==> src/rtl/pdm_pkg.sv <==
// Shared PDM link definitions: FSM state encoding and the default widths
// common to the modulator and demodulator sides.
package pdm_pkg;

    localparam int PDM_DECIM_LOG2 = 5;
    localparam int PDM_OUT_W      = 5;

    typedef logic [1:0] pdm_state_t;

    localparam pdm_state_t ST_IDLE    = 2'd0;
    localparam pdm_state_t ST_DISCARD = 2'd1;
    localparam pdm_state_t ST_RUN     = 2'd2;

endpackage

==> src/rtl/pdm_window_counter.sv <==
// Sample index and ones accumulator for one decimation window; count includes
// the bit being taken so a window result is available on its last sample edge.
module pdm_window_counter
    import pdm_pkg::*;
#(
    parameter int DECIM_LOG2 = PDM_DECIM_LOG2
) (
    input  logic                  clk,
    input  logic                  reset_n,
    input  logic                  clear,
    input  logic                  sample,
    input  logic                  bit_in,
    output logic                  window_done,
    output logic [DECIM_LOG2:0]   count
);

    logic [DECIM_LOG2-1:0] idx;
    logic [DECIM_LOG2:0]   ones;

    assign count       = ones + {{DECIM_LOG2{1'b0}}, bit_in};
    assign window_done = sample && (idx == {DECIM_LOG2{1'b1}});

    // NOTE: non-blocking assignments so every flop updates from pre-edge values.
    always_ff @(posedge clk or negedge reset_n) begin
        if (!reset_n) begin
            idx  <= '0;
            ones <= '0;
        end else if (clear) begin
            idx  <= '0;
            ones <= '0;
        end else if (sample) begin
            idx  <= idx + 1'b1;
            ones <= window_done ? '0 : count;
        end
    end

endmodule

==> src/rtl/pdm_demod.sv <==
// PDM-to-PCM decimator with valid/ready output. Define PDM_DEMOD_SYNC_EN to
// insert a 2-flop synchroniser on pdm_in (adds 2 clk of input delay).
module pdm_demod
    import pdm_pkg::*;
#(
    parameter int DECIM_LOG2   = PDM_DECIM_LOG2,
    parameter int OUT_W        = PDM_OUT_W,
    parameter int SKIP_WINDOWS = 1
) (
    input  logic             clk,
    input  logic             reset_n,
    input  logic             en,
    input  logic             sample_en,
    input  logic             pdm_in,
    output logic [OUT_W-1:0] pcm_data,
    output logic             pcm_valid,
    input  logic             pcm_ready,
    output logic             overrun
);

    localparam int         CW           = DECIM_LOG2 + 1;
    localparam logic [1:0] LAST_DISCARD = 2'(SKIP_WINDOWS - 1);

    pdm_state_t        state, next_state;
    logic [1:0]        discard_cnt;
    logic              pdm_bit;
    logic              window_done;
    logic [CW-1:0]     count;
    logic [OUT_W-1:0]  result;
    logic              new_result;

`ifdef PDM_DEMOD_SYNC_EN
    logic [1:0] pdm_sync;

    always_ff @(posedge clk or negedge reset_n) begin
        if (!reset_n) pdm_sync <= 2'b00;
        else          pdm_sync <= {pdm_sync[0], pdm_in};
    end

    assign pdm_bit = pdm_sync[1];
`else
    assign pdm_bit = pdm_in;
`endif

    pdm_window_counter #(
        .DECIM_LOG2 (DECIM_LOG2)
    ) u_window (
        .clk         (clk),
        .reset_n     (reset_n),
        .clear       (state == ST_IDLE),
        .sample      (sample_en && (state != ST_IDLE)),
        .bit_in      (pdm_bit),
        .window_done (window_done),
        .count       (count)
    );

    // Saturate only at the output; the count itself can reach N.
    generate
        if (OUT_W < CW) begin : g_sat
            localparam logic [CW-1:0] SAT_MAX = CW'((1 << OUT_W) - 1);
            assign result = (count > SAT_MAX) ? {OUT_W{1'b1}} : count[OUT_W-1:0];
        end else if (OUT_W == CW) begin : g_exact
            assign result = count;
        end else begin : g_wide
            assign result = {{(OUT_W - CW){1'b0}}, count};
        end
    endgenerate

    assign new_result = window_done && (state == ST_RUN);

    // NOTE: next_state gets a default first so no branch can infer a latch.
    always_comb begin
        next_state = state;
        case (state)
            ST_IDLE:    if (en) next_state = (SKIP_WINDOWS > 0) ? ST_DISCARD : ST_RUN;
            ST_DISCARD: if (window_done && (discard_cnt == LAST_DISCARD)) next_state = ST_RUN;
            ST_RUN:     next_state = ST_RUN;
            default:    next_state = ST_IDLE;
        endcase
        if (!en) next_state = ST_IDLE;
    end

    always_ff @(posedge clk or negedge reset_n) begin
        if (!reset_n) begin
            state       <= ST_IDLE;
            discard_cnt <= 2'd0;
        end else begin
            state <= next_state;
            if (state == ST_IDLE)
                discard_cnt <= 2'd0;
            else if ((state == ST_DISCARD) && window_done)
                discard_cnt <= discard_cnt + 2'd1;
        end
    end

    // A fresh result always wins; overrun records that an unaccepted one was lost.
    always_ff @(posedge clk or negedge reset_n) begin
        if (!reset_n) begin
            pcm_data  <= '0;
            pcm_valid <= 1'b0;
            overrun   <= 1'b0;
        end else if (state == ST_IDLE) begin
            pcm_valid <= 1'b0;
            overrun   <= 1'b0;
        end else if (new_result) begin
            pcm_data  <= result;
            pcm_valid <= 1'b1;
            if (pcm_valid && !pcm_ready) overrun <= 1'b1;
        end else if (pcm_valid && pcm_ready) begin
            pcm_valid <= 1'b0;
        end
    end

endmodule
==> config.mk <==
export PLATFORM = sky130hd
export DESIGN_NAME = pdm_demod
export DESIGN_NICKNAME = d
export VERILOG_FILES = /design/src/rtl/pdm_pkg.sv /design/src/rtl/pdm_window_counter.sv /design/src/rtl/pdm_demod.sv
export SDC_FILE = /design/constraint.sdc
export NUM_CORES = 1
export LEC_CHECK = 0
export ABC_AREA = 1
export CAP_MARGIN = 20
export CELL_PAD_IN_SITES_DETAIL_PLACEMENT = 0
export CELL_PAD_IN_SITES_GLOBAL_PLACEMENT = 1
export CORE_ASPECT_RATIO = 1.25
export CORE_MARGIN = 5
export CORE_UTILIZATION = 47
export CTS_BUF_LIST = sky130_fd_sc_hd__clkbuf_8
export CTS_CLUSTER_SIZE = 24
export DETAILED_ROUTE_END_ITERATION = 16
export PLACE_DENSITY = 0.91
export SYNTH_ARGS = -nofsm -noshare
export SYNTH_HDL_FRONTEND = slang
export SYNTH_SLANG_ARGS = --single-unit
==> constraint.sdc <==
create_clock -name clk -period 3.2 [get_ports clk]
set_input_delay 0.64 -clock clk [delete_from_list [all_inputs] [get_ports clk]]
set_output_delay 0.64 -clock clk [all_outputs]
set_load 0.05 [all_outputs]
==> results.tsv, run 1 <==
metric	value	unit
Post-CTS Hold Buffers	0	
Final Max Slew Viols	0	
GR Util met2	27.2	%
first-pass GRT wire length	4.20	mm
fmax	0.481	GHz
synthesis-to-finish area growth	19.7	%
type of the worst setup path	flop to output port	
Worst EP arrival	1.44	ns
H-tree depth	1	
DRT iter0 DRCs	20	
Post CTS Setup Buffer Count	0	
Initial Utilization	49.7	%
Int Pwr	0.549	mW
combinational family with the most area after synthesis	simple AND/OR/NAND/NOR gates	
Remaining Overflow, GRT	0	
GR met3 Demand/Resource	2.91	%
n_diodes	0	
HPWL after detailed placement	1.82	mm
synth unique cells	24	
Syn Inst Count	141	
final std cells w/o fill	190	
run status	completed	
Post-Place Setup Slack	1.15	ns
largest net degree at the start of global routing	23	
Netlist Area Pre-Place	1220	sq um
Min Hold Slack	0.482	ns
Clock Latency Late Sink	0.26	ns
placed cell count	185	
final setup margin	1.12	ns
Crit Path Max Fanout	2	
initial antenna violation count	0	
Detail Route Antenna Nets	0	
Mapped Nets	157	
Ports	13	
Final Wtd Congestion	0.795	
xor and xnor area share after synthesis	0.718	%
complex-gate fraction of the synthesized area	9.44	%
fill cell count	241	
Synth Area in Simple Gates	26.1	%
CTS Buffer Depth	2	
type of origin of the critical path	flop	
busiest grt layer	met2	
Total GRT Usage	14.4	%
switching power	0.265	mW
post-route cell area	1460	sq um
Power Density	557	nW/um^2
drt pass-1 iters	4	
Sink Count	22	
Crit path buffers/inverters	1	
Core Box Area	2450	sq um
register area share after synthesis	45.1	%
vias in the first global route	1000	
Slew @ Worst Pin	0.507	ns
clock share of power	31.5	%
DR WL/cell	12.6	microns
Synth warnings	0	
CTS Buf Count	3	
full die area	3720	sq um
Die W	55.6	microns
static leakage	0.732	nW
fin nets	174	
Worst-path clk slew	0.08	ns
grt met1 use	15.1	%
Die Y	67.0	microns
highest cell delay on the worst timing path	0.81	ns
Syn Area/Cell	8.65	sq um
switch share	32.5	%
RSZ-0062 raised after global routing	no	
kind of cell adding the most delay to the critical path	buffers and inverters	
CTS root buffer	clkbuf_8	
HP Class	flop to flop	
Comb power frac	27.4	%
cell row count	20	
DR vias	983	
cts repair resizes	0	
Critical Path, Cell by Cell	clkdlybuf4s50_1	
layout cells sized above 1	8.92	%
Final min period	2.08	ns
Final Hold Vio Count	0	
cell taking the most area after synthesis	dfrtp_1	
multiplexer share of the synthesized area	0	%
Seq pwr share	41.1	%
#FFs+latches synth	22	
Synth Area in Adders	10.3	%
Slowest-stage cell, CP	clkdlybuf4s50_1	
top cell type's share of synthesized area	45.1	%
total of max-cap violations	0	
final WL	2.39	mm
Final setup violation count	0	
Layout Skew	0.00467	ns
placed cell areas	1370	sq um
fin util	59.5	%
max_slew headroom	66.1	%
TritonCTS clock tree	yes	
DR vias/cell	5.17	
Tcrit/Tclk final	64.9	%
DRC	0	
CP Data Required Time	2.56	ns
total negative slack	0	ns
Crit. End Element	output port	
Max VDD drop	0.337	mV
Synth area leaders	dfrtp_1 (45%), ha_1 (10%), nand2_1 (8.9%)	
port bufs	12	
total power	0.814	mW
## Yosys cell counts (all sizes together)
cell and instances:
dfrtp 22, o21ai 8, nand3 12, ha 10
buf 1, nand2 31, clkinv 1, nor2 13
inv 23, o22ai 1, or2 2, a21boi 3
a21oi 4, xor2 1, nand4 6, a22o 3
## area by class of cell
class | instances | area (sq um) | share of cell area, %
Clock inverter | 1 | 30.0 | 2.06
Clock buffer | 3 | 41.3 | 2.83
Multi-Input combinational cell | 94 | 567 | 38.8
Timing Repair Buffer | 13 | 135 | 9.25
Tap cell | 33 | 41.3 | 2.83
Sequential cell | 22 | 551 | 37.7
Inverter | 24 | 95.1 | 6.51
## sequential cells by signal (all words and copies together), names as in the netlist
signal	count
discard_cnt	2
overrun	1
pcm_data	5
pcm_valid	1
state	2
u_window.idx	5
u_window.ones	6
## worst paths after layout
path	cells past startpoint	startpoint	endpoint	slack [ns]
max	1	pcm_valid$_DFFE_PN0P_	pcm_valid	1.12
min	2	u_window.idx[4]$_DFFE_PN0P_	u_window.idx[4]$_DFFE_PN0P_	0.48
max reg2reg	9	u_window.idx[0]$_DFFE_PN0P_	pcm_data[0]$_DFFE_PN0P_	1.63
min reg2reg	2	u_window.idx[4]$_DFFE_PN0P_	u_window.idx[4]$_DFFE_PN0P_	0.48
max in group asynchronous	2	reset_n	state[0]$_DFFE_PN0P_	2.06
min in group asynchronous	1	reset_n	u_window.ones[2]$_DFFE_PN0P_	0.69
## kinds of logic (layout without fill, tap and decap cells)
| logic type | count (synthesis) | count (layout) |
|---|---|---|
| AOI/OAI and AO/OA | 19 | 19 |
| xor gates and xnor gates | 1 | 1 |
| adders and majority gates | 10 | 10 |
| buffers and inverters | 25 | 41 |
| DFF | 22 | 22 |
| and+or+nand+nor | 64 | 64 |
## per-layer routing
metal,share of wire (%),vias to the layer above
li1,-,486
met1,41,480
met2,54,13
met3,3.1,4
met4,1.8,0
met5,0,-
## power by group through the flow
stage               clock [mW]  combinational, mW  sequential (mW)
global route             0.273              0.257            0.340
global placement             0              0.209            0.337
CTS                      0.262              0.221            0.333
floorplan                    0              0.169            0.332
detailed placement           0              0.220            0.339
finish                   0.257              0.223            0.334
## layout by cell type (no fill, tap or decap)
| master | instances |
|---|---|
| nand2_1 | 29 |
| dfrtp_1 | 22 |
| inv_1 | 20 |
| clkdlybuf4s50_1 | 12 |
| nor2_1 | 11 |
| nand3_1 | 10 |
| ha_1 | 10 |
| nand4_1 | 6 |
| o21ai_1 | 5 |
| a21oi_1 | 4 |
| a22o_1 | 3 |
| o21ai_0 | 3 |
| a21boi_1 | 3 |
| clkbuf_8 | 3 |
| inv_4 | 2 |
| nor2_4 | 2 |
| or2_1 | 2 |
| nand3_4 | 1 |
| nand2_2 | 1 |
| inv_2 | 1 |
| nand3_2 | 1 |
| o22ai_1 | 1 |
| xor2_1 | 1 |
| clkinv_1 | 1 |
| nand2_4 | 1 |
| bufinv_16 | 1 |
| buf_8 | 1 |
## worst min-delay path, cell delays in order (launching register included)
cell,delay (ns)
dfrtp_1,0.35
nand2_1,0.05
nand2_1,0.05
Power figures use the tool's default switching activity.
==> inputs of run 2 (changes only) <==
Settings changed: CORE_UTILIZATION 47 to 39, PLACE_DENSITY 0.91 to 0.81.
Clock period 3.2 ns to 1.91 ns, I/O delays scaled along.
==> run 2 against run 1 <==
Critical path depth stayed put. Clock power up 8.2%. Global-route usage down 2.6 points. Non-clock buffer count increased by 1. Combinational power is 68% higher. Sequential share of layout area rose by 0.69 points. Hold slack got worse by 0.013 ns. Flip-flop and latch count is the same. Cell count rose by 1.6%. Setup slack got worse by 1.0 ns. Final area fell by 1.8%. First-iteration DRC count rose by 30%. Largest cell class unchanged.
==> results.tsv, run 2 (same netlist as run 1, synthesis figures left out) <==
metric	value	unit	change
run status	completed		unchanged
DR vias	955		was 983
DR vias/cell	4.95		was 5.17
Critical Path, Cell by Cell	clkdlybuf4s50_1		unchanged
Seq pwr share	46.2	%	was 41.1%
most frequent cells in the layout	nand2_1 (29), dfrtp_1 (22), inv_1 (20), clkdlybuf4s50_1 (12), nor2_1 (11)		unchanged
fill cell count	288		was 241
Post-CTS Hold Buffers	0		unchanged
Max VDD drop	0.522	mV	was 0.337 mV
final std cells w/o fill	193		was 190
n_diodes	0		unchanged
Die Y	72.5	microns	was 67.0 microns
Ports	13		unchanged
Post-Place Setup Slack	0.132	ns	was 1.15 ns
Clock Latency Late Sink	0.25	ns	was 0.26 ns
Remaining Overflow, GRT	0		unchanged
static leakage	0.720	nW	was 0.732 nW
Crit Path Max Fanout	2		unchanged
Final Wtd Congestion	0.770		was 0.795
total negative slack	0	ns	unchanged
Core Box Area	2970	sq um	was 2450 sq um
DR WL/cell	12.0	microns	was 12.6 microns
total power	1.21	mW	was 0.814 mW
vias in the first global route	951		was 1000
cell row count	22		was 20
fmax	0.555	GHz	
synthesis-to-finish area growth	17.5	%	was 19.7%
Slowest-stage cell, CP	clkdlybuf4s50_1		unchanged
highest cell delay on the worst timing path	0.81	ns	about the same
Regs by FF count	u_window.ones (6), pcm_data (5), u_window.idx (5)		unchanged
Sink Count	22		unchanged
Total GRT Usage	11.8	%	was 14.4%
total of max-cap violations	0		unchanged
R2R depth	9		unchanged
CTS Buf Count	3		unchanged
HPWL after detailed placement	1.79	mm	was 1.82 mm
max_slew headroom	66.8	%	was 66.1%
drt pass-1 iters	4		unchanged
Final setup violation count	0		unchanged
full die area	4350	sq um	was 3720 sq um
initial antenna violation count	0		unchanged
cts repair resizes	0		unchanged
Largest register FFs	6		unchanged
Layout Skew	0.00232	ns	was 0.00467 ns
H-tree depth	1		unchanged
Tcrit/Tclk final	94.4	%	
Final Hold Vio Count	0		unchanged
Final min period	1.80	ns	
largest net degree at the start of global routing	23		unchanged
DRC	0		unchanged
RSZ-0062 raised after global routing	no		unchanged
final WL	2.32	mm	was 2.39 mm
switching power	0.433	mW	was 0.265 mW
Most flops, register	u_window.ones		unchanged
placed cell areas	1390	sq um	was 1370 sq um
Crit path buffers/inverters	1		unchanged
Comb power frac	30.9	%	was 27.4%
CP Data Required Time	1.53	ns	was 2.56 ns
Min Hold Slack	0.468	ns	was 0.482 ns
CTS Buffer Depth	2		unchanged
HP Class	input port to async pin		was flop to flop
most common cell after layout, fill and taps aside	nand2_1		unchanged
Worst EP arrival	1.42	ns	was 1.44 ns
DRT iter0 DRCs	26		was 20
Initial Utilization	41.0	%	was 49.7%
Int Pwr	0.780	mW	was 0.549 mW
switch share	35.7	%	was 32.5%
Slew @ Worst Pin	0.497	ns	was 0.507 ns
placed cell count	190		was 185
Final Max Slew Viols	0		unchanged
Die W	60.0	microns	was 55.6 microns
stages on the worst setup path	1		unchanged
type of the worst setup path	flop to output port		unchanged
Power Density	846	nW/um^2	was 557 nW/um^2
CTS root buffer	clkbuf_8		unchanged
Detail Route Antenna Nets	0		unchanged
first-pass GRT wire length	4.01	mm	was 4.20 mm
Crit. End Element	output port		unchanged
Worst-path clk slew	0.07	ns	was 0.08 ns
port bufs	12		unchanged
post-route cell area	1430	sq um	was 1460 sq um
clock share of power	22.9	%	was 31.5%
kind of cell adding the most delay to the critical path	buffers and inverters		unchanged
final setup margin	0.107	ns	was 1.12 ns
fin nets	175		was 174
layout cells sized above 1	8.92	%	unchanged
type of origin of the critical path	flop		unchanged
fin util	48.2	%	was 59.5%
TritonCTS clock tree	yes		unchanged
Post CTS Setup Buffer Count	0		unchanged
==> run 2: cell types whose count changed in the layout (fill, tap and decap cells not counted) <==
cell	change
buf_4	+2
buf_8	-1
bufinv_16	-1
==> run 2: final cells by class <==
class | count | area [sq um] | area share [%]
clock buffers | 3 | 41.3 | 2.88
inverters | 24 | 95.1 | 6.63
multi-input cells | 94 | 567 | 39.5
flip-flops and latches | 22 | 551 | 38.4
well taps | 36 | 45.0 | 3.14
repair buffers | 14 | 135 | 9.42
==> run 2: final timing paths <==
path | slack, ns | start | end
worst max-delay path | 0.11 | pcm_data[0]$_DFFE_PN0P_ | pcm_data[0]
worst max register to register | 0.28 | u_window.idx[0]$_DFFE_PN0P_ | pcm_data[4]$_DFFE_PN0P_
max in group asynchronous | 1.22 | reset_n | u_window.ones[2]$_DFFE_PN0P_
min in group clk | 0.49 | u_window.idx[4]$_DFFE_PN0P_ | u_window.idx[4]$_DFFE_PN0P_
worst min register to register | 0.49 | u_window.idx[4]$_DFFE_PN0P_ | u_window.idx[4]$_DFFE_PN0P_
worst min-delay path | 0.47 | reset_n | u_window.ones[0]$_DFFE_PN0P_
==> run 2: metal layers <==
layer / track usage, % / up-vias / share of wire, %
li1: - / 485 / -
met1: 15.7 / 457 / 46
met2: 18.9 / 13 / 50
met3: 2.14 / 0 / 3.4
met4: 4.19 / 0 / 0
met5: 0 / - / 0
==> run 2: power groups by stage <==
stage	registers [mW]	clock network (mW)	logic, mW
after floorplan	0.557	0	0.283
after global placement	0.565	0	0.367
after detailed placement	0.567	0	0.380
after CTS	0.559	0.290	0.381
after global routing	0.566	0.317	0.426
final	0.560	0.278	0.375
==> inputs of run 3 (changes only) <==
Settings changed: GPL_TIMING_DRIVEN set to 0, SLEW_MARGIN set to 10.
==> run 3 against run 2 <==
Routed wire length shrank 2.4%. Sequential power about the same. Sequential share of layout area decreased by 1.0 points. Critical endpoint unchanged. Total power grew 13%. Critical path depth unchanged. Highest routed layer unchanged. Largest power group unchanged.
==> results.tsv, run 3 (same netlist as run 1, synthesis figures left out) <==
metric	value	unit	change
first-pass GRT wire length	4.02	mm	was 4.01 mm
Final Hold Vio Count	0		unchanged
Most flops, register	u_window.ones		unchanged
initial antenna violation count	0		unchanged
Crit path buffers/inverters	1		unchanged
Detail Route Antenna Nets	0		unchanged
DR vias	926		was 955
Critical Path, Cell by Cell	clkdlybuf4s50_1		unchanged
Sink Count	22		unchanged
final WL	2.27	mm	was 2.32 mm
total power	1.37	mW	was 1.21 mW
RSZ-0062 raised after global routing	no		unchanged
largest net degree at the start of global routing	23		unchanged
Worst EP arrival	1.42	ns	about the same
full die area	4350	sq um	unchanged
total negative slack	0	ns	unchanged
CTS Buffer Depth	2		unchanged
stages on the worst setup path	1		unchanged
total of max-cap violations	0		unchanged
most common cell after layout, fill and taps aside	nand2_1		unchanged
DRC	0		unchanged
max_slew headroom	66.6	%	was 66.8%
Max VDD drop	0.652	mV	was 0.522 mV
type of the worst setup path	flop to output port		unchanged
DR WL/cell	11.7	microns	was 12.0 microns
HPWL after detailed placement	1.77	mm	was 1.79 mm
vias in the first global route	960		was 951
Initial Utilization	41.0	%	unchanged
CP Data Required Time	1.53	ns	about the same
fin nets	174		was 175
run status	completed		unchanged
Final Max Slew Viols	0		unchanged
drt pass-1 iters	4		unchanged
kind of cell adding the most delay to the critical path	buffers and inverters		unchanged
TritonCTS clock tree	yes		unchanged
Regs by FF count	u_window.ones (6), pcm_data (5), u_window.idx (5)		unchanged
synthesis-to-finish area growth	20.8	%	was 17.5%
Slowest-stage cell, CP	clkdlybuf4s50_1		unchanged
Tcrit/Tclk final	94.3	%	was 94.4%
type of origin of the critical path	flop		unchanged
fill cell count	296		was 288
cts repair resizes	0		unchanged
Total GRT Usage	11.8	%	about the same
Crit. End Element	output port		unchanged
fin util	49.6	%	was 48.2%
layout cells sized above 1	9.55	%	was 8.92%
HP Class	input port to async pin		unchanged
reg2reg setup slack	0.31	ns	was 0.28 ns
Final min period	1.80	ns	about the same
Layout Skew	0.0102	ns	was 0.00232 ns
DRT iter0 DRCs	31		was 26
Die Y	72.5	microns	unchanged
highest cell delay on the worst timing path	0.80	ns	was 0.81 ns
Final Wtd Congestion	0.763		was 0.770
Core Box Area	2970	sq um	unchanged
Post CTS Setup Buffer Count	0		unchanged
Crit Path Max Fanout	2		unchanged
static leakage	0.739	nW	was 0.720 nW
Slew @ Worst Pin	0.500	ns	was 0.497 ns
CTS root buffer	clkbuf_8		unchanged
cell row count	22		unchanged
H-tree depth	1		unchanged
DR vias/cell	4.80		was 4.95
placed cell count	188		was 190
CTS Buf Count	3		unchanged
Die W	60.0	microns	unchanged
Final setup violation count	0		unchanged
n_diodes	0		unchanged
most frequent cells in the layout	nand2_1 (29), dfrtp_1 (22), inv_1 (20), nor2_1 (11), clkdlybuf4s50_1 (11)		was nand2_1 (29), dfrtp_1 (22), inv_1 (20), clkdlybuf4s50_1 (12), nor2_1 (11)
post-route cell area	1470	sq um	was 1430 sq um
final std cells w/o fill	193		unchanged
placed cell areas	1380	sq um	was 1390 sq um
Power Density	927	nW/um^2	was 846 nW/um^2
Worst-path clk slew	0.09	ns	was 0.07 ns
fmax	0.555	GHz	about the same
R2R depth	9		unchanged
Largest register FFs	6		unchanged
Remaining Overflow, GRT	0		unchanged
port bufs	11		was 12
Ports	13		unchanged
Clock Latency Late Sink	0.26	ns	was 0.25 ns
Post-CTS Hold Buffers	0		unchanged
==> run 3: changes by cell type in the layout (fill, tap and decap cells not counted), sizes merged <==
| cell | delta |
|---|---|
| clkdlybuf4s50 | -1 |
| bufinv | +1 |
==> run 3: worst reg2reg max path, cell delays in order (launching register included) <==
cell and delay (ns):
dfrtp_1 0.41, ha_1 0.19, nand2_1 0.08, nor2_1 0.10, ha_1 0.22, nand3_4 0.11, nor2_4 0.15, nand3_1 0.09
nor2_1 0.11, nor2_1 0.05
==> run 3: through the flow <==
stage               worst slack, ns  hold WS [ns]
floorplan                     0.453        0.0864
global placement              0.107         0.463
detailed placement           0.0777         0.487
CTS                          0.0895         0.429
global route                 0.0581         0.428
finish                        0.109         0.413
==> run 3: worst paths after layout <==
kind | startpoint | end
setup reg to reg | u_window.idx[0]$_DFFE_PN0P_ | pcm_data[4]$_DFFE_PN0P_
setup / recovery | pcm_data[0]$_DFFE_PN0P_ | pcm_data[0]
hold reg to reg | u_window.idx[4]$_DFFE_PN0P_ | u_window.idx[4]$_DFFE_PN0P_
min in group clk | sample_en | u_window.idx[1]$_DFFE_PN0P_
hold / removal | reset_n | u_window.ones[2]$_DFFE_PN0P_
max in group asynchronous | reset_n | pcm_valid$_DFFE_PN0P_
==> run 3: final cells by class <==
type                       instances  area [sq um]  area share, %
buffer                             1          7.51          0.509
multi-input combinational         94           567           38.5
clock buffer                       3          41.3           2.80
clock inverter                     1          30.0           2.04
tap                               36          45.0           3.06
sequential                        22           551           37.4
inverter                          24          95.1           6.45
timing repair buffer              12           138           9.34
==> run 3: routing by layer <==
layer  global-route usage (%)  routed length, microns  vias up
li1                         -                       -      491
met1                     13.8                    1010      426
met2                     21.8                    1190        9
met3                     2.31                      66        0
met4                     2.22                       0        0
met5                        0                       0        -
==> run 3: where the power goes <==
group	switching (mW)	total, mW	internal [mW]
Clock	0.154	0.434	0.280
Combinational	0.245	0.374	0.129
Sequential	0.0451	0.559	0.514
Total	0.444	1.37	0.923
